[src/rtl/bpred_update_ctrl.sv]
// Purpose: queue tag-collision and outcome updates, issuing one predictor write per cycle, with a flush drain.
// Latency: an accepted request issues no earlier than the following cycle; the head issues combinationally.
// Backpressure: readys drop when a queue is full or outside RUN; a full queue refuses even while it dequeues.

// Small generic FIFO used for both request queues.
module bpred_fifo #(
  parameter int W     = 8,
  parameter int DEPTH = 2
) (
  input  logic                       clk,
  input  logic                       reset_n,
  input  logic                       wr_vld,
  input  logic [W-1:0]               wr_dat,
  input  logic                       rd_rdy,
  output logic [W-1:0]               rd_dat,
  output logic [$clog2(DEPTH):0]     count,
  output logic                       full,
  output logic                       empty
);
  localparam int AW = $clog2(DEPTH);
  localparam int CW = AW + 1;

  logic [W-1:0]  mem [DEPTH];
  logic [AW-1:0] wr_ptr;
  logic [AW-1:0] rd_ptr;
  logic          wr_ok;
  logic          rd_ok;

  assign full   = (count == CW'(DEPTH));
  assign empty  = (count == '0);
  assign wr_ok  = wr_vld && !full;
  assign rd_ok  = rd_rdy && !empty;
  assign rd_dat = mem[rd_ptr];

  // Pointers wrap naturally since DEPTH is a power of two; count tracks occupancy.
  always_ff @(posedge clk) begin
    if (!reset_n) begin
      wr_ptr <= '0;
      rd_ptr <= '0;
      count  <= '0;
    end else begin
      if (wr_ok) wr_ptr <= wr_ptr + 1'b1;
      if (rd_ok) rd_ptr <= rd_ptr + 1'b1;
      count <= count + CW'(wr_ok) - CW'(rd_ok);
    end
  end

  // Storage is write-only on accept; contents need no reset.
  always_ff @(posedge clk) begin
    if (wr_ok) mem[wr_ptr] <= wr_dat;
  end
endmodule

module bpred_update_ctrl #(
  parameter int WORD_SIZE   = 16,
  parameter int QUEUE_DEPTH = 2
) (
  input  logic                 clk,
  input  logic                 reset_n,
  input  logic                 tag_valid,
  input  logic [WORD_SIZE-1:0] tag_pc,
  input  logic [WORD_SIZE-1:0] tag_target,
  output logic                 tag_ready,
  input  logic                 out_valid,
  input  logic [WORD_SIZE-1:0] out_pc,
  input  logic                 out_taken,
  output logic                 out_ready,
  input  logic                 flush_req,
  output logic                 flush_done,
  output logic                 update_tag,
  output logic [WORD_SIZE-1:0] pc_collided,
  output logic [WORD_SIZE-1:0] branch_target,
  output logic                 update_bht,
  output logic [WORD_SIZE-1:0] pc_outcome,
  output logic                 branch_outcome
);
  localparam int CW = $clog2(QUEUE_DEPTH) + 1;

  typedef enum logic [1:0] {RUN, DRAIN, DONE} state_t;

  state_t state;
  state_t state_nxt;
  logic   last_tag;   // 1: tag source was served last, so outcome wins a tie

  logic [2*WORD_SIZE-1:0] tag_head;
  logic [WORD_SIZE:0]     out_head;
  logic [CW-1:0]          tag_cnt;
  logic [CW-1:0]          out_cnt;
  logic [CW-1:0]          tag_cnt_nxt;
  logic [CW-1:0]          out_cnt_nxt;
  logic                   tag_full, tag_empty;
  logic                   out_full, out_empty;
  logic                   tag_push, out_push;
  logic                   issue_tag, issue_out;
  logic                   all_empty_nxt;

  assign tag_ready  = !tag_full && (state == RUN);
  assign out_ready  = !out_full && (state == RUN);
  assign flush_done = (state == DONE);
  assign tag_push   = tag_valid && tag_ready;
  assign out_push   = out_valid && out_ready;

  bpred_fifo #(.W(2*WORD_SIZE), .DEPTH(QUEUE_DEPTH)) u_tag_q (
    .clk     (clk),
    .reset_n (reset_n),
    .wr_vld  (tag_push),
    .wr_dat  ({tag_pc, tag_target}),
    .rd_rdy  (issue_tag),
    .rd_dat  (tag_head),
    .count   (tag_cnt),
    .full    (tag_full),
    .empty   (tag_empty)
  );

  bpred_fifo #(.W(WORD_SIZE+1), .DEPTH(QUEUE_DEPTH)) u_out_q (
    .clk     (clk),
    .reset_n (reset_n),
    .wr_vld  (out_push),
    .wr_dat  ({out_pc, out_taken}),
    .rd_rdy  (issue_out),
    .rd_dat  (out_head),
    .count   (out_cnt),
    .full    (out_full),
    .empty   (out_empty)
  );

  // Round-robin grant between queue heads; a lone non-empty queue issues every cycle.
  always_comb begin
    issue_tag = 1'b0;
    issue_out = 1'b0;
    if (!tag_empty && !out_empty) begin
      if (last_tag) issue_out = 1'b1;
      else          issue_tag = 1'b1;
    end else begin
      issue_tag = !tag_empty;
      issue_out = !out_empty;
    end
  end

  // Drive only the granted source's fields; everything else reads zero.
  always_comb begin
    update_tag     = issue_tag;
    update_bht     = issue_out;
    pc_collided    = issue_tag ? tag_head[2*WORD_SIZE-1:WORD_SIZE] : '0;
    branch_target  = issue_tag ? tag_head[WORD_SIZE-1:0] : '0;
    pc_outcome     = issue_out ? out_head[WORD_SIZE:1] : '0;
    branch_outcome = issue_out ? out_head[0] : 1'b0;
  end

  // Occupancy after this edge decides whether a drain is finished.
  assign tag_cnt_nxt   = tag_cnt + CW'(tag_push) - CW'(issue_tag);
  assign out_cnt_nxt   = out_cnt + CW'(out_push) - CW'(issue_out);
  assign all_empty_nxt = (tag_cnt_nxt == '0) && (out_cnt_nxt == '0);

  // Flush sequencing: RUN -> DRAIN (or straight to DONE if nothing remains) -> DONE -> RUN.
  always_comb begin
    state_nxt = state;
    case (state)
      RUN:     if (flush_req) state_nxt = all_empty_nxt ? DONE : DRAIN;
      DRAIN:   if (all_empty_nxt) state_nxt = DONE;
      DONE:    state_nxt = RUN;
      default: state_nxt = RUN;
    endcase
  end

  // State register and last-grant tracking.
  always_ff @(posedge clk) begin
    if (!reset_n) begin
      state    <= RUN;
      last_tag <= 1'b1;
    end else begin
      state <= state_nxt;
      if (issue_tag || issue_out) last_tag <= issue_tag;
    end
  end
endmodule
[config.mk]
export PLATFORM = sky130hd
export DESIGN_NAME = bpred_update_ctrl
export DESIGN_NICKNAME = d
export VERILOG_FILES = /design/src/rtl/bpred_update_ctrl.sv
export SDC_FILE = /design/constraint.sdc
export NUM_CORES = 1
export LEC_CHECK = 0
export ABC_AREA = 1
export BUFFER_PORTS_ARGS = -buffer_cell sky130_fd_sc_hd__buf_2
export CORE_AREA = 3 3 97 99
export CTS_CLUSTER_DIAMETER = 40
export DETAILED_ROUTE_END_ITERATION = 12
export DIE_AREA = 0 0 100 102
export HOLD_SLACK_MARGIN = 0.05
export PLACE_DENSITY_LB_ADDON = 0.12
export SLEW_MARGIN = 25
export SYNTH_ARGS = -nofsm -noshare
export SYNTH_HDL_FRONTEND = slang
export SYNTH_HIERARCHICAL = 1
export SYNTH_SLANG_ARGS = --single-unit
[constraint.sdc]
create_clock -name clk -period 6.43 [get_ports clk]
set_clock_uncertainty 0.15 [all_clocks]
set_input_delay 1.286 -clock clk [delete_from_list [all_inputs] [get_ports clk]]
set_output_delay 1.286 -clock clk [all_outputs]
set_load 0.05 [all_outputs]
### Yosys cells after proc, flatten, opt, wreduce, memory -nomap -nowiden

Memory sizes are Yosys's and may differ from the RTL's. A register that Yosys moved wholly into a read port is not among the register bits.
Index checks and enable logic that the tools add are counted.
W data, S select, Z words.

| word-level totals | value |
|---|---|
| register bits | 11 |
| memory bits (writable) | 98 |
| input port bits | 54 |
| output and inout port bits | 54 |
| logic and storage cells | 69 |
| memories kept | 2 |

Memories:

| name | depth | bits a word | read ports | clocked after Yosys merged registers in | write ports | RTL line | RTL |
|---|---|---|---|---|---|---|---|
| u_tag_q.mem | 2 | 32 | 1 | 1 | 1 | 23 | `logic [W-1:0] mem [DEPTH];` |
| u_out_q.mem | 2 | 17 | 1 | 1 | 1 | 23 |  |

| cells by class | value |
|---|---|
| add/subtract/negate cells | 12 |
| equal/unequal tests | 6 |
| multiplexer cells | 20 |
| reduce and logical (&&, ||, !) cells | 21 |

Operators by type and width:

| kind | number |
|---|---|
| $mux W16 | 3 |
| $mux W1 | 13 |
| $logic_and A1 B1 Y1 | 10 |
| $logic_not A2 Y1 | 5 |
| $add A2 B1 Y2 | 4 |
| $sub A2 B1 Y2 | 4 |
| $eq A2 B2 Y1 const B | 3 |
| $mux W2 | 3 |
| $add A1 B1 Y1 const B | 4 |
| $logic_not A1 Y1 | 4 |
| $ne A2 B2 Y1 const B | 2 |
| $pmux W2 S2 | 1 |
| $eq A2 B1 Y1 const B | 1 |
| $reduce_and A2 Y1 | 1 |
| $logic_or A1 B1 Y1 | 1 |

### Logic depth before layout (Yosys ltp)

| logic depth | value |
|---|---|
| depth in word-level cells | 11 |
| depth in mapped cells | 17 |
| depth with buffers taken out | 17 |

### By module

Netlist, hierarchy kept.

By module, submodules not included:

| module | instances | cells an instance | area each (µm²) | seq. area each (µm²) |
|---|---|---|---|---|
| bpred_fifo (u_tag_q) | 1 | 138 | 2,713.9 | 2,021.9 |
| bpred_fifo (u_out_q) | 1 | 91 | 1,529.0 | 1,121.1 |
| bpred_update_ctrl | 1 | 153 | 784.5 | 60.1 |

### Worst setup path after synthesis

No wires, ideal clock.

| timing path | value |
|---|---|
| path kind | register -> register |
| start | register u_tag_q.count[0] |
| end | memory u_tag_q/mem[0][0] in the netlist's numbering, enable pin |
| setup time | 0.421 ns |
| data arrival time | 2.957 ns |
| required time | 5.859 ns |
| path slack | 2.902 ns |
| cell stages (with the launch flop) | 9 |
| path buffers | 0 |
| period minus slack after synthesis | 3.528 ns |
| cell sequence | dfxtp_1 -> inv_1 -> nand2_1 -> inv_1 -> nor2_1 -> nand2_1 -> inv_1 -> nand2_1 -> nor2_1 |

| between the ends | value |
|---|---|
| word-level cells in the longest chain between the ends | 7 |

RTL lines:

| what | RTL line | RTL |
|---|---|---|
| from (decl) | 16 | `output logic [$clog2(DEPTH):0] count,` |
| from (signal assigned) | 44 | `count <= count + CW'(wr_ok) - CW'(rd_ok);` |
| $eq A2 B2 Y1 | 29 | `assign full = (count == CW'(DEPTH));` |
| named net tag_full | 91 | `logic tag_full, tag_empty;` |
| $logic_not A1 Y1 | 97 | `assign tag_ready = !tag_full && (state == RUN);` |
| $logic_and A1 B1 Y1 | 97 |  |
| named net tag_ready | 63 | `output logic tag_ready,` |
| $logic_and A1 B1 Y1 | 100 | `assign tag_push = tag_valid && tag_ready;` |
| named net tag_push | 93 | `logic tag_push, out_push;` |
| $logic_and A1 B1 Y1 | 31 | `assign wr_ok = wr_vld && !full;` |
| $mux W1 | 50 | `if (wr_ok) mem[wr_ptr] <= wr_dat;` |
| $mux W1 (implied by the code) | 50 |  |
| to (decl) | 23 |  |

The timed path passes the listed nets, and every way through them passes these cells.

### Worst setup path after layout

| timing path | value |
|---|---|
| start | register u_out_q.count[1] |
| end | output port pc_collided[0] |

| between the ends | value |
|---|---|
| word-level cells in the longest chain between the ends | 5 |

RTL lines:

| what | RTL line | RTL |
|---|---|---|
| from (decl) | 16 |  |
| from (signal assigned) | 44 |  |
| $logic_not A2 Y1 | 30 | `assign empty = (count == '0);` |
| named net out_empty | 92 | `logic out_full, out_empty;` |
| $logic_not A1 Y1 | 131 | `if (!tag_empty && !out_empty) begin` |
| $logic_and A1 B1 Y1 | 131 |  |
| $mux W1 | 131 |  |
| $mux W16 | 144 | `pc_collided = issue_tag ? tag_head[2*WORD_SIZE-1:WORD_SIZE] : '0;` |
| to (decl) | 71 | `output logic [WORD_SIZE-1:0] pc_collided,` |

The timed path passes the listed nets, and every way through them passes these cells.

==> summary.md <==
| Metric | Value |
|---|---|
| Die Wd | `about 100 um` |
| Wirelength, routed | `8.16 mm` |
| Final setup fails | `0` |
| Worst-path clk slew | `around 0.09 ns` |
| Min cycle time layout | `3.66 ns` |
| Initial core utilization | `between 50% and 60%` |
| Hold-fix buffers, CTS | `0` |
| Status | `complete, no violations` |
| Placed inst area | `5570 sq um` |
| Ant. Diodes | `0` |
| Slowest stage cell, crit path | `dfxtp_1` |
| F_max | `around 270 MHz` |
| Final HPWL DP | `5.72 mm` |
| CTS Buf Count | `9` |
| Dpl cells | `589` |
| Slew @ Worst Pin | `approximately 0.94 ns` |
| Synth top area share | `58.5%` |
| Final period utilization | `a little under three fifths` |
| Mean Syn Cell Area | `roughly 13 sq um` |
| Post-synthesis net count | `443` |
| # rows | `34` |
| Max-slew violations | `0` |
| Post-Route Setup TNS | `0 ns` |
| Die height | `102 um` |
| H-tree depth | `3` |
| Via/cell ratio | `about 4.8` |
| WS Path Type | `reg2out` |
| Overflow after GRT | `0` |
| Synth Cell Area | `5030 sq um` |
| Remaining antenna violation count after routing | `0` |
| Ports | `about 110` |
| Largest stage delay, worst path | `approximately 0.35 ns` |
| DR vias | `2880` |
| Worst path required time | `between 4 and 5 ns` |
| First-pass GRT wire length | `12.9 mm` |
| Post-route DRC violation count | `0` |
| Critical Path Source Type | `flip-flop` |
| Layout Nets | `about 550` |
| Crit path cell chain | `nor2_1 > inv_2 > a21oi_4 > inv_2 > nor2_1 > buf_2` |
| Port Buf Inserts | `approximately 110` |
| Synth area leader | `edfxtp_1` |
| Yosys reg bits | `around 110` |
| Total GRT Usage | `about 17%` |
| Total clock sinks | `~110` |
| Die footprint | `around 10000 sq um` |
| Synth Instances | `between 300 and 400` |
| RSZ-0062 raised after global routing | `false` |
| CTS resizes | `0` |
| TritonRoute pass-1 iters | `4` |
| Yosys cell types | `17` |
| Post-route cell area | `about 5800 sq um` |
| Hold_ws | `0.367 ns` |
| Worst hold path type | `reg2reg` |
| GPL Wtd Cong | `0.774` |
| Synth Warn # | `6` |
| Flop2flop setup slack | `roughly 4 ns` |
| DRT iter0 DRCs | `97` |
| Final hold vios | `0` |
| Initial antenna violation count | `0` |
| Area contributors post-synth | `edfxtp_1, mux2_4, inv_1, dfxtp_1, nor2_2` |
| Final Non-Filler Cells | `605` |
| Post-CTS setup buffer count | `0` |
| Clock Tree Root | `clkbuf_8` |
| Max clock buf depth | `2` |
| Critical-path maximum fanout | `33` |
| Pin count of the biggest net entering global routing | `34` |
| Share of layout cells above drive strength 1 | `about two fifths` |
| Layout area overhead | `14.8%` |
| Vias in the first global route | `~2800` |
| Avg WL per Cell | `roughly 13 um` |
| Crit. End Element | `output pin` |
| Clock latency on the worst-skew pair | `roughly 0.35 ns` |
| Relative max-transition margin | `roughly 37%` |
| Max-Cap Viols | `0` |
| Critical Path AT | `approximately 2.2 ns` |
| Core footprint | `about 8600 sq um` |
| CTS tree | `done` |
| Seq/Total Area, Yosys | `a little under two thirds` |
==> path summary, 6_finish.rpt <==
| kind | start | endpoint | cells after the start |
|---|---|---|---|
| worst max-delay path | u_out_q/count[1]$_SDFF_PN0_ | pc_collided[0] | 6 |
| worst min-delay path | u_out_q/rd_ptr$_SDFFE_PN0P_ | u_out_q/rd_ptr$_SDFFE_PN0P_ | 2 |
| worst min register to register | u_out_q/rd_ptr$_SDFFE_PN0P_ | u_out_q/rd_ptr$_SDFFE_PN0P_ | 2 |
| worst max register to register | u_tag_q/count[0]$_SDFF_PN0_ | u_tag_q/mem[0][20]$_DFFE_PP_ | 8 |
==> cells in the mapped netlist, drive strengths merged <==
library cell,n
edfxtp,98
dfxtp,13
inv,81
buf,10
o211ai,1
nor2,74
nand2,31
a21oi,7
ha,7
nand3,11
mux2,49
==> cell type report <==
class,count,area [sq um]
well taps,108,135
multi-input cells,180,1380
inverters,81,304
fillers,671,2860
repair buffers,109,551
flip-flops and latches,111,3210
clock inverters,6,68.8
clock buffers,10,128
==> state kept, by name, summed over array words and instances (netlist names), named ones only <==
name	count
u_tag_q/mem	64
u_out_q/mem	34
state	2
u_out_q/count	2
u_tag_q/count	2
last_tag	1
u_out_q/rd_ptr	1
u_out_q/wr_ptr	1
u_tag_q/rd_ptr	1
u_tag_q/wr_ptr	1
==> worst max-delay path: cells and delay by family, from the launching register on <==
kind / cells / cell delay [ns]
buffers and inverters: 3 / 0.73
DFF: 1 / 0.35
AOI/OAI and AO/OA: 1 / 0.19
and+or+nand+nor: 2 / 0.60
==> stage by stage <==
stage / setup slack, ns / utilization, %
detailed placement: 3.12 / 64.5
floorplan: 2.90 / -
global placement: 3.15 / 64.5
global route: 2.59 / 66.9
finish: 2.77 / 66.9
CTS: 2.71 / 66.8
==> cell families after synthesis <==
family,count (synthesis),share of synthesized area (%)
fa+ha+maj,7,1.74
compound gates,8,1.07
flops,111,63.7
mux,49,14.0
buf+inv,91,8.98
simple gates,116,10.5
==> placed cells by master (no fill, tap or decap), types with 2 or more instances in the layout <==
cell,synthesis,layout
nand2_1,31,31
ha_1,7,7
clkbuf_8,0,9
nor2_4,1,2
nand3_1,11,11
clkinv_4,0,3
nor2_2,29,29
buf_4,0,2
dfxtp_1,13,12
a21oi_1,6,6
mux2_4,40,40
inv_2,3,3
mux2_2,9,9
edfxtp_1,98,98
nor2_1,44,43
inv_1,78,78
buf_2,0,107
==> layer usage <==
layer	part of all wire (%)	global-route usage [%]	up-vias
met4	1.2	5.49	0
li1	-	-	1466
met2	52	29.7	74
met1	40	19.5	1331
met3	6.4	4.44	9
met5	0	0	-
Power is not shown: default switching activity piles up to over one toggle a cycle in this logic, so the estimate is an artifact.
